==> src/rtl/cache_control.sv <==
// Control FSM for the 2-way set-associative, write-back, write-allocate L1 cache.
// Drives tag/valid/dirty/data/LRU array strobes and the physical-memory handshake, and keeps hit/miss counters.
module cache_control #(
    parameter int unsigned cnt_width = 32
) (
    input  logic                 clk,
    input  logic                 rst,
    input  logic                 mem_read,
    input  logic                 mem_write,
    output logic                 mem_resp,
    output logic                 pmem_read,
    output logic                 pmem_write,
    input  logic                 pmem_resp,
    input  logic [1:0]           hit,
    input  logic [1:0]           valid,
    input  logic [1:0]           dirty,
    input  logic                 lru,
    output logic                 arr_read,
    output logic [1:0]           data_load,
    output logic [1:0]           tag_load,
    output logic [1:0]           valid_load,
    output logic [1:0]           dirty_load,
    output logic                 dirty_in,
    output logic                 lru_load,
    output logic                 lru_in,
    output logic                 data_in_sel,
    output logic                 way_sel,
    output logic                 pmem_addr_sel,
    output logic [cnt_width-1:0] hit_count,
    output logic [cnt_width-1:0] miss_count
);

    localparam logic [1:0] S_IDLE      = 2'd0;
    localparam logic [1:0] S_LOOKUP    = 2'd1;
    localparam logic [1:0] S_WRITEBACK = 2'd2;
    localparam logic [1:0] S_ALLOCATE  = 2'd3;

    localparam logic [cnt_width-1:0] CNT_MAX = '1;
    localparam logic [cnt_width-1:0] CNT_ONE = {{(cnt_width-1){1'b0}}, 1'b1};

    logic [1:0]           state_q, state_d;
    logic                 retry_q, retry_d;
    logic                 victim_q, victim_d;
    logic [cnt_width-1:0] hit_cnt_q, hit_cnt_d;
    logic [cnt_width-1:0] miss_cnt_q, miss_cnt_d;

    logic req, is_write, any_hit, hit_way;

    assign req      = mem_read | mem_write;
    assign is_write = mem_write;
    assign any_hit  = |hit;
    // Both hit bits set resolves to way 0.
    assign hit_way  = ~hit[0];

    always_comb begin
        state_d       = state_q;
        retry_d       = retry_q;
        victim_d      = victim_q;
        hit_cnt_d     = hit_cnt_q;
        miss_cnt_d    = miss_cnt_q;
        mem_resp      = 1'b0;
        pmem_read     = 1'b0;
        pmem_write    = 1'b0;
        arr_read      = 1'b0;
        data_load     = '0;
        tag_load      = '0;
        valid_load    = '0;
        dirty_load    = '0;
        dirty_in      = 1'b0;
        lru_load      = 1'b0;
        lru_in        = 1'b0;
        data_in_sel   = 1'b0;
        way_sel       = 1'b0;
        pmem_addr_sel = 1'b0;

        case (state_q)
            S_IDLE: begin
                if (req) begin
                    arr_read = 1'b1;
                    retry_d  = 1'b0;
                    state_d  = S_LOOKUP;
                end
            end
            S_LOOKUP: begin
                if (any_hit) begin
                    way_sel  = hit_way;
                    mem_resp = 1'b1;
                    lru_load = 1'b1;
                    lru_in   = ~hit_way;
                    if (is_write) begin
                        data_load[hit_way]  = 1'b1;
                        dirty_load[hit_way] = 1'b1;
                        dirty_in            = 1'b1;
                    end
                    if (!retry_q && hit_cnt_q != CNT_MAX)
                        hit_cnt_d = hit_cnt_q + CNT_ONE;
                    state_d = S_IDLE;
                end else begin
                    way_sel  = lru;
                    victim_d = lru;
                    if (!retry_q && miss_cnt_q != CNT_MAX)
                        miss_cnt_d = miss_cnt_q + CNT_ONE;
                    state_d = (valid[lru] & dirty[lru]) ? S_WRITEBACK : S_ALLOCATE;
                end
            end
            S_WRITEBACK: begin
                way_sel       = victim_q;
                pmem_addr_sel = 1'b1;
                pmem_write    = 1'b1;
                if (pmem_resp)
                    state_d = S_ALLOCATE;
            end
            default: begin
                way_sel   = victim_q;
                pmem_read = 1'b1;
                if (pmem_resp) begin
                    data_load[victim_q]  = 1'b1;
                    tag_load[victim_q]   = 1'b1;
                    valid_load[victim_q] = 1'b1;
                    dirty_load[victim_q] = 1'b1;
                    data_in_sel          = 1'b1;
                    arr_read             = 1'b1;
                    retry_d              = 1'b1;
                    state_d              = S_LOOKUP;
                end
            end
        endcase

        // Reset cycle issues no strobes or handshakes at all.
        if (rst) begin
            mem_resp      = 1'b0;
            pmem_read     = 1'b0;
            pmem_write    = 1'b0;
            arr_read      = 1'b0;
            data_load     = '0;
            tag_load      = '0;
            valid_load    = '0;
            dirty_load    = '0;
            dirty_in      = 1'b0;
            lru_load      = 1'b0;
            lru_in        = 1'b0;
            data_in_sel   = 1'b0;
            way_sel       = 1'b0;
            pmem_addr_sel = 1'b0;
        end
    end

    always_ff @(posedge clk) begin
        if (rst) begin
            state_q    <= S_IDLE;
            retry_q    <= 1'b0;
            victim_q   <= 1'b0;
            hit_cnt_q  <= '0;
            miss_cnt_q <= '0;
        end else begin
            state_q    <= state_d;
            retry_q    <= retry_d;
            victim_q   <= victim_d;
            hit_cnt_q  <= hit_cnt_d;
            miss_cnt_q <= miss_cnt_d;
        end
    end

    assign hit_count  = hit_cnt_q;
    assign miss_count = miss_cnt_q;

endmodule

==> config.mk <==
export PLATFORM = sky130hd
export DESIGN_NAME = cache_control
export DESIGN_NICKNAME = d
export VERILOG_FILES = /design/src/rtl/cache_control.sv
export SDC_FILE = /design/constraint.sdc
export NUM_CORES = 1
export LEC_CHECK = 0
export CORE_ASPECT_RATIO = 2
export CORE_MARGIN = 4
export CORE_UTILIZATION = 27
export CTS_CLUSTER_SIZE = 24
export DETAILED_ROUTE_END_ITERATION = 16
export GPL_TIMING_DRIVEN = 0
export HOLD_SLACK_MARGIN = 0.15
export PLACE_DENSITY_LB_ADDON = 0.05
export SYNTH_ARGS = -nofsm -noshare
export SYNTH_HDL_FRONTEND = slang
export SYNTH_SLANG_ARGS = --single-unit
==> constraint.sdc <==
create_clock -name clk -period 2.6 [get_ports clk]
set_clock_uncertainty 0.2 [all_clocks]
set_input_delay 0.52 -clock clk [delete_from_list [all_inputs] [get_ports clk]]
set_output_delay 0.52 -clock clk [all_outputs]
set_load 0.03 [all_outputs]
==> impl_metrics.env, run 1 <==
export IMPL_status="finished, final reports clean"
export IMPL_start_util_pct=27.7
export IMPL_cp_slowest_cell="or4_1"
export IMPL_slew_violations=0
export IMPL_grt_overflow=0
export IMPL_grt_max_degree=14
export IMPL_cts_root_buf="clkbuf_16"
export IMPL_drt_iter0_drc=134
export IMPL_antenna_cells=0
export IMPL_ant_nets=0
export IMPL_seqCellArea_sq_um=1380
export IMPL_antenna_found_initial=0
export IMPL_synth_area_sq_um=3770
export IMPL_critPathLaunchType="register"
export IMPL_nNetsFinal=602
export IMPL_synthArstFlopShare_pct=0
export IMPL_synth_seq_area_share_pct=36.1
export IMPL_hold_viol_final=0
export IMPL_synth_cell_types=55
export IMPL_power_switching_uw=667
export IMPL_pin_count=94
export IMPL_power_uw=2670
export IMPL_sw_frac_of_total_pct=25.0
export IMPL_hold_buffers=0
export IMPL_gp_congestion=0.785
export IMPL_path_clk_slew_ns=0.06
export IMPL_vdd_drop_max_mv=0.300
export IMPL_syn_inst=459
export IMPL_rsz0062_at_grt="true"
export IMPL_tightest_slew_ns=0.591
export IMPL_ys_seq_elements=68
export IMPL_place_area_sq_um=4960
export IMPL_setup_viol=0
export IMPL_p_leak_uw=0.00198
export IMPL_ff2ff_path_depth=6
export IMPL_drive_gt1_share_pct=20.9
export IMPL_post_route_min_period_ns=2.53
export IMPL_synth_edf_count=0
export IMPL_core_area_sq_um=13600
export IMPL_final_cell_mix="clkdlybuf4s50_1, dfxtp_1, nor2_1"
export IMPL_final_cells=775
export IMPL_timing_rr_start="miss_count[14]"
export IMPL_crit_chain="nand4_1 -> or3_4 -> or4_1 -> buf_2 -> or4_1 -> a21oi_1"
export IMPL_die_area_sq_um=16000
export IMPL_area_growth_pct=49.6
export IMPL_clockBufferDepth=2
export IMPL_p_per_area_nw_per_um2=473
export IMPL_cts_htree_levels=3
export IMPL_cts_tree="built"
export IMPL_design_area_sq_um=5640
export IMPL_maxSlewHeadroom_pct=60.6
export IMPL_numCtsBuffers=9
export IMPL_clk_latency_ns=0.33
export IMPL_drt_first_pass_iters=4
export IMPL_final_util_pct=41.5
export IMPL_worstPathMaxFanout=10
export IMPL_dp_cells=738
export IMPL_wl_per_cell_um=17.1
export IMPL_route_detailed_drc=0
export IMPL_required_ns=2.66
export IMPL_syn_avg_cell_area_sq_um=8.21
export IMPL_timing_final_crit_share_pct=97.4
export IMPL_die_y_um=175
export IMPL_fmax_ghz=0.395
export IMPL_hold_depth=2
export IMPL_ys_flop_type="dfxtp_1"
export IMPL_maxCapViolations=0
export IMPL_crit_top_cell="or4_1"
export IMPL_vias_per_cell=5.13
export IMPL_grt_pass1_vias=3856
export IMPL_end_kind="register"
export IMPL_final_common_cell="clkdlybuf4s50_1"
export IMPL_p_int_uw=2000
export IMPL_worstHoldStart="state_q[1]"
export IMPL_track_usage_pct=16.4
export IMPL_die_w_um=91.6
export IMPL_clock_power_share_pct=50.7
export IMPL_whs_endpoint="state_q[1]"
export IMPL_crit_family="simple AND/OR/NAND/NOR gates"
export IMPL_multi_input_comb_area_sq_um=2420
export IMPL_worstSetupPathType="register to register"
export IMPL_synth_nets=477
export IMPL_rrSetupSlack_ns=0.07
export IMPL_hp_class="register to register"
export IMPL_reg2reg_to="miss_count[30]"
export IMPL_via_count=3979
export IMPL_grt_pass1_wl_um=20700
export IMPL_power_frac_seq_pct=40.0
export IMPL_p_comb_share_pct=9.3
export IMPL_cts_sinks=68
export IMPL_hold_slack_ns=0.300
export IMPL_port_buffers=93
export IMPL_yosysWarnings=0
export IMPL_dp_final_hpwl_um=9880
export IMPL_crit_buf_inv=1
export IMPL_std_cell_rows=60
export IMPL_cpPeakStageDelay_ns=0.50
export IMPL_arrival_ns=2.60
export IMPL_num_fill_cells=1399
export IMPL_drt_wl_total_um=13300
-- synth_stat cells, drive strengths merged (3+ instances only) --
cell	n	share of area, %
xor2	6	1.4
a21oi	39	5.2
o2111ai	3	0.70
nand2	29	2.9
inv	12	1.2
a31oi	3	0.50
o21ai	23	3.1
a211oi	5	1.0
o31ai	14	3.2
or2	3	0.50
or3	17	3.0
nor4	7	1.7
mux2	7	2.1
or4	21	4.2
a31o	3	0.70
and4	7	1.6
nand2b	5	0.83
dfxtp	68	36
nand3b	3	0.60
nand3	27	3.6
nand4	20	3.5
nor3b	3	0.60
nor2	45	4.5
clkbuf	11	1.1
ha	6	2.0
buf	11	2.0
and3	6	1.0
xnor2	12	2.8
nor3	5	0.80
nor2b	16	2.7
-- cell type report --
| cell class | instances | area share (%) |
|---|---|---|
| tap | 186 | 4.13 |
| sequential | 68 | 24.5 |
| timing repair buffer | 116 | 19.1 |
| multi-input combinational | 357 | 43.0 |
| clock buffer | 9 | 3.99 |
| inverter | 12 | 0.799 |
| clock inverter | 7 | 1.78 |
| buffer | 20 | 2.66 |
-- cells by family after synthesis --
group	count (synthesis)	share of synthesized area, %
fa+ha+maj	6	1.99
flops	68	36.1
buf+inv	34	4.25
mux	9	2.62
simple gates	220	33.3
xor+xnor	18	4.18
compound gates	104	17.6
-- through the flow --
stage | setup slack, ns | setup TNS, ns
floorplan | -0.0330 | -0.0330
global placement | -1.72 | -55.03
detailed placement | -1.76 | -58.63
CTS | -0.0237 | -0.0237
global route | -0.0785 | -0.0978
finish | 0.0678 | 0
-- state kept, by name, summed over array words and instances, names as in the netlist --
name,cells
hit_count,32
miss_count,32
state_q,2
retry_q,1
victim_q,1
-- how the worst max path moves through the flow --
stage / from / to / slack (ns) / depth (start not counted)
after floorplan: state_q[0] / dirty_load[0] / -0.03 / 6
after global placement: rst / way_sel / -1.72 / 6
after detailed placement: rst / way_sel / -1.76 / 6
after CTS: state_q[1] / way_sel / -0.02 / 6
after global routing: miss_count[16] / miss_count[30] / -0.08 / 6
final: miss_count[14] / miss_count[30] / 0.07 / 6
-- worst min-delay path, cell delays in order, from the launching register on --
cell and delay, ns:
dfxtp_2 0.34, nand2b_1 0.07, a21oi_1 0.05
-- power groups by stage --
stage | Clock [uW] | Sequential (uW) | Combinational (uW)
2_1_floorplan | 0 | 1100 | 125
3_3_place_gp | 0 | 1090 | 224
3_5_place_dp | 0 | 1090 | 226
4_1_cts | 1380 | 1070 | 242
5_1_grt | 1440 | 1070 | 270
6_report | 1350 | 1070 | 247
-- per-layer routing --
layer	part of all wire [%]	wire length [um]	vias up	track usage (%)
met5	0	0	-	0
met4	0.93	124	0	5.92
met3	3.1	410	6	2.71
met2	58	7670	75	32.5
met1	38	5070	1930	16.6
li1	-	-	1968	-
-- what timing repair did --
item	in CTS	in global routing
resized for setup	93	23
setup buffers	7	16
endpoints found under the setup margin	84	43
pin swaps	5	10
endpoints found under the hold margin	0	0
Power figures use the tool's default switching activity.
==> inputs of run 2 (changes only) <==
--- a/config.mk
+++ b/config.mk
@@ -12,7 +12,6 @@
 export DETAILED_ROUTE_END_ITERATION = 16
 export GPL_TIMING_DRIVEN = 0
 export HOLD_SLACK_MARGIN = 0.15
-export PLACE_DENSITY_LB_ADDON = 0.05
 export SYNTH_ARGS = -nofsm -noshare
 export SYNTH_HDL_FRONTEND = slang
 export SYNTH_SLANG_ARGS = --single-unit
==> run 2 against run 1 <==
Against the previous run: via count increased by 0.63%; sequential share of layout area up 0.44 points; die area is the same; clock power about the same; non-clock buffer count down 12; largest cell class unchanged; highest routed layer unchanged.
==> impl_metrics.env, run 2 (synthesis gave the netlist of run 1 again) <==
export IMPL_status="finished, final reports clean"
export IMPL_area_growth_pct=47.2
export IMPL_tightest_slew_ns=0.573
export IMPL_fmax_ghz=0.398
export IMPL_drt_iter0_drc=143
export IMPL_worstSetupPathType="register to register"
export IMPL_track_usage_pct=15.7
export IMPL_end_kind="register"
export IMPL_nNetsFinal=590
export IMPL_timing_final_crit_share_pct=96.6
export IMPL_cts_tree="built"
export IMPL_crit_chain="inv_2 -> ha_2 -> buf_6 -> or4b_4 -> nor2_4 -> nand3_2 -> or4_1 -> a21oi_1"
export IMPL_grt_pass1_vias=4082
export IMPL_final_cell_mix="clkdlybuf4s50_1, dfxtp_1, nor2_1"
export IMPL_hold_viol_final=0
export IMPL_design_area_sq_um=5550
export IMPL_post_route_min_period_ns=2.51
export IMPL_cpPeakStageDelay_ns=0.54
export IMPL_vdd_drop_max_mv=0.319
export IMPL_hold_buffers=0
export IMPL_power_uw=2670
export IMPL_num_fill_cells=1372
export IMPL_cts_htree_levels=3
export IMPL_route_detailed_drc=0
export IMPL_seqCellArea_sq_um=1390
export IMPL_hold_slack_ns=0.304
export IMPL_die_w_um=91.6
export IMPL_final_util_pct=40.8
export IMPL_grt_overflow=0
export IMPL_worstPathMaxFanout=10
export IMPL_p_per_area_nw_per_um2=481
export IMPL_hp_class="register to register"
export IMPL_drt_first_pass_iters=4
export IMPL_final_common_cell="clkdlybuf4s50_1"
export IMPL_p_leak_uw=0.00192
export IMPL_ant_nets=0
export IMPL_dp_final_hpwl_um=9350
export IMPL_cts_root_buf="clkbuf_16"
export IMPL_cp_slowest_cell="or4b_4"
export IMPL_place_area_sq_um=4960
export IMPL_port_buffers=93
export IMPL_setup_viol=0
export IMPL_multi_input_comb_area_sq_um=2410
export IMPL_clockBufferDepth=2
export IMPL_drt_wl_total_um=12200
export IMPL_required_ns=2.65
export IMPL_wl_per_cell_um=16.0
export IMPL_die_area_sq_um=16000
export IMPL_gp_congestion=0.887
export IMPL_clk_latency_ns=0.33
export IMPL_maxSlewHeadroom_pct=61.8
export IMPL_arrival_ns=2.56
export IMPL_pin_count=94
export IMPL_cts_sinks=68
export IMPL_std_cell_rows=60
export IMPL_slew_violations=0
export IMPL_grt_max_degree=12
export IMPL_path_clk_slew_ns=0.06
export IMPL_critPathLaunchType="register"
export IMPL_drive_gt1_share_pct=18.7
export IMPL_numCtsBuffers=9
export IMPL_maxCapViolations=0
export IMPL_antenna_cells=0
export IMPL_core_area_sq_um=13600
export IMPL_via_count=4004
export IMPL_antenna_found_initial=0
export IMPL_start_util_pct=27.7
export IMPL_grt_pass1_wl_um=20300
export IMPL_finalSetupTns_ns=0
export IMPL_die_y_um=175
export IMPL_vias_per_cell=5.25
## run 2: changes by cell type in the layout (fill, tap and decap cells not counted), moves of 2 or more
cell        before  now
buf_2            6    3
buf_4           31   22
clkbuf_8         2    4
clkinvlp_4       3    1
nor2_2           0    2
## run 2: power by group
group          internal [uW]  leakage [uW]  total (uW)  switching (uW)
combinational           97.0       0.00120         236             139
clock                    918      0.000162        1370             447
sequential              1050      0.000555        1070            16.4
total                   2070       0.00192        2670             602
## run 2: final timing paths
kind	start	to	slack, ns	cells past startpoint
max	state_q[1]	miss_count[15]	0.09	8
min	miss_count[25]	miss_count[25]	0.30	2
max reg2reg	state_q[1]	miss_count[15]	0.09	8
min reg2reg	miss_count[25]	miss_count[25]	0.30	2
## run 2: area by class of cell
| type | instances | share of cell area (%) |
|---|---|---|
| buffer | 19 | 2.50 |
| clock buffer | 13 | 4.87 |
| clock inverter | 3 | 1.22 |
| inverter | 12 | 0.812 |
| multi-input combinational | 357 | 43.5 |
| sequential | 68 | 25.0 |
| tap | 186 | 4.19 |
| timing repair buffer | 105 | 17.9 |
## run 2: per-layer routing
| metal | GRT usage, % | part of all wire, % | wire length (um) |
|---|---|---|---|
| met1 | 15.8 | 37 | 4520 |
| met2 | 29.6 | 55 | 6770 |
| met3 | 3.36 | 4.2 | 520 |
| met4 | 7.75 | 3.6 | 438 |
| met5 | 0 | 0 | 0 |
## run 2: metrics by stage
step,instances,setup slack (ns)
2_1_floorplan,459,-0.0330
3_3_place_gp,738,-1.59
3_5_place_dp,738,-1.63
4_1_cts,754,-0.157
5_1_grt,763,-0.00386
6_report,763,0.0875
## run 2: worst max-delay path: cells and delay by family, from the launching register on
| kind | cells | cell delay [ns] |
|---|---|---|
| DFF | 1 | 0.34 |
| AOI/OAI and AO/OA | 1 | 0.15 |
| buffers and inverters | 2 | 0.19 |
| and+or+nand+nor | 4 | 1.37 |
| adders and majority gates | 1 | 0.18 |
## run 2: timing repair
action,in CTS,in global routing
pin swaps,2,10
cloned,0,0
gates resized for setup,76,33
endpoints found under the setup margin,84,43
buffers inserted,1,11
==> inputs of run 3 (changes only) <==
--- a/config.mk
+++ b/config.mk
@@ -5,7 +5,7 @@
 export SDC_FILE = /design/constraint.sdc
 export NUM_CORES = 1
 export LEC_CHECK = 0
-export CORE_ASPECT_RATIO = 2
+export ABC_AREA = 0
 export CORE_MARGIN = 4
 export CORE_UTILIZATION = 27
 export CTS_CLUSTER_SIZE = 24
==> run 3 against run 2 <==
Against the previous run: hold slack better by 0.0048 ns; sequential cell count unchanged; design area up 1.2%; largest cell class unchanged; largest power group unchanged; register-to-register slack worse by 0.03 ns; global-route usage down 0.84 points; sequential power about the same; via count down 1.5%; count of clock-buffer cells in the layout down 1.
==> impl_metrics.env, run 3 (synthesis gave the netlist of run 1 again) <==
export IMPL_std_cell_rows=42
export IMPL_required_ns=2.66
export IMPL_drt_wl_total_um=12300
export IMPL_crit_chain="inv_1 -> ha_2 -> buf_6 -> or4b_4 -> nor2_4 -> nand3_4 -> or4_1 -> a21oi_2"
export IMPL_cts_sinks=68
export IMPL_nNetsFinal=602
export IMPL_setup_viol=0
export IMPL_via_count=3942
export IMPL_route_met3_wl_um=510
export IMPL_antenna_cells=0
export IMPL_rsz0062_at_grt="true"
export IMPL_clockBufferDepth=2
export IMPL_num_fill_cells=1399
export IMPL_post_route_min_period_ns=2.55
export IMPL_drt_iter0_drc=180
export IMPL_wl_per_cell_um=16.1
export IMPL_ant_nets=0
export IMPL_clk_latency_ns=0.33
export IMPL_p_leak_uw=0.00199
export IMPL_hold_viol_final=0
export IMPL_pin_count=94
export IMPL_die_area_sq_um=15900
export IMPL_route_detailed_drc=0
export IMPL_grt_overflow=0
export IMPL_path_clk_slew_ns=0.05
export IMPL_finalSetupTns_ns=0
export IMPL_area_growth_pct=49.0
export IMPL_grt_pass1_wl_um=19400
export IMPL_cts_htree_levels=3
export IMPL_dp_final_hpwl_um=8810
export IMPL_cpPeakStageDelay_ns=0.54
export IMPL_final_common_cell="clkdlybuf4s50_1"
export IMPL_dp_slack_ns=-1.63
export IMPL_p_per_area_nw_per_um2=469
export IMPL_wl_met1_um=5400
export IMPL_end_kind="register"
export IMPL_cts_tree="built"
export IMPL_final_cell_mix="clkdlybuf4s50_1, dfxtp_1, nor2_1"
export IMPL_antenna_found_initial=0
export IMPL_slew_violations=0
export IMPL_critPathLaunchType="register"
export IMPL_grt_max_degree=12
export IMPL_maxCapViolations=0
export IMPL_gp_congestion=0.873
export IMPL_timing_final_crit_share_pct=97.9
export IMPL_arrival_ns=2.60
export IMPL_vias_per_cell=5.15
export IMPL_cp_slowest_cell="or4b_4"
export IMPL_maxSlewHeadroom_pct=59.2
export IMPL_drt_first_pass_iters=4
export IMPL_grt_pass1_vias=3703
export IMPL_p_comb_share_pct=9.1
export IMPL_top_layer_used="met4"
export IMPL_power_switching_uw=618
export IMPL_power_uw=2640
export IMPL_sw_frac_of_total_pct=23.5
export IMPL_worstSetupPathType="register to register"
export IMPL_die_w_um=126
export IMPL_port_buffers=93
export IMPL_status="finished, final reports clean"
export IMPL_core_area_sq_um=13500
export IMPL_final_util_pct=41.8
export IMPL_clock_power_share_pct=50.3
export IMPL_drive_gt1_share_pct=20.4
export IMPL_post_route_worst_setup_slack_ns=0.0545
export IMPL_hp_class="register to register"
export IMPL_wl_met2_um=6270
export IMPL_tightest_slew_ns=0.612
export IMPL_numCtsBuffers=9
export IMPL_die_y_um=126
export IMPL_start_util_pct=28.0
export IMPL_cts_root_buf="clkbuf_16"
export IMPL_power_frac_seq_pct=40.6
export IMPL_fmax_ghz=0.393
export IMPL_vdd_drop_max_mv=0.300
export IMPL_p_int_uw=2020
export IMPL_track_usage_pct=14.8
export IMPL_hold_buffers=0
export IMPL_worstPathMaxFanout=10
[run 3: area by class of cell]
type                    count  area (sq um)  area share [%]
multi-input cells         357          2440            43.4
clock buffers              12           246            4.39
clock inverters             4          72.6            1.29
plain buffers              20           146            2.61
well taps                 176           220            3.92
flip-flops and latches     68          1380            24.6
inverters                  12          45.0           0.802
repair buffers            116          1070            19.0
[run 3: power groups by stage]
| stage | clock network (uW) | registers [uW] | logic, uW |
|---|---|---|---|
| after floorplan | 0 | 1100 | 125 |
| after detailed placement | 0 | 1090 | 223 |
| after CTS | 1350 | 1070 | 230 |
| after global placement | 0 | 1090 | 219 |
| after global routing | 1400 | 1070 | 259 |
| final | 1330 | 1070 | 240 |
[run 3: what timing repair did]
item                                    CTS  global route
resized for setup                        80            34
hold endpoints to repair                  0             0
gates cloned                              0             0
endpoints found under the setup margin   81            45
setup buffers                             1            22
pin swaps                                 4            14
[run 3: metal layers]
metal / vias to the layer above / global-route usage (%)
li1: 1968 / -
met2: 68 / 24.9
met3: 9 / 3.39
met4: 0 / 4.86
met5: - / 0
met1: 1897 / 18.8
[run 3: path summary, 6_finish.rpt]
kind             startpoint             end  slack [ns]  cells after the start
min          miss_count[30]  miss_count[30]        0.31                      2
min reg2reg  miss_count[30]  miss_count[30]        0.31                      2
max reg2reg      state_q[1]  miss_count[13]        0.05                      8
max              state_q[1]  miss_count[13]        0.05                      8
[run 3: worst max-delay path: cells and delay by family (launching register included)]
family / cells / cell delay [ns]
adder cells (fa/ha/maj): 1 / 0.20
AND/OR/NAND/NOR: 4 / 1.40
AO/OA/AOI/OAI: 1 / 0.12
buffers and inverters: 2 / 0.22
flip-flops: 1 / 0.33
[run 3: per-stage QoR]
stage	cells	cell area, sq um	hold WS (ns)
finish	765	5620	0.309
floorplan	459	3800	0.279
detailed placement	728	4950	0.298
global route	765	5620	0.336
global placement	728	4950	0.279
CTS	744	5380	0.293
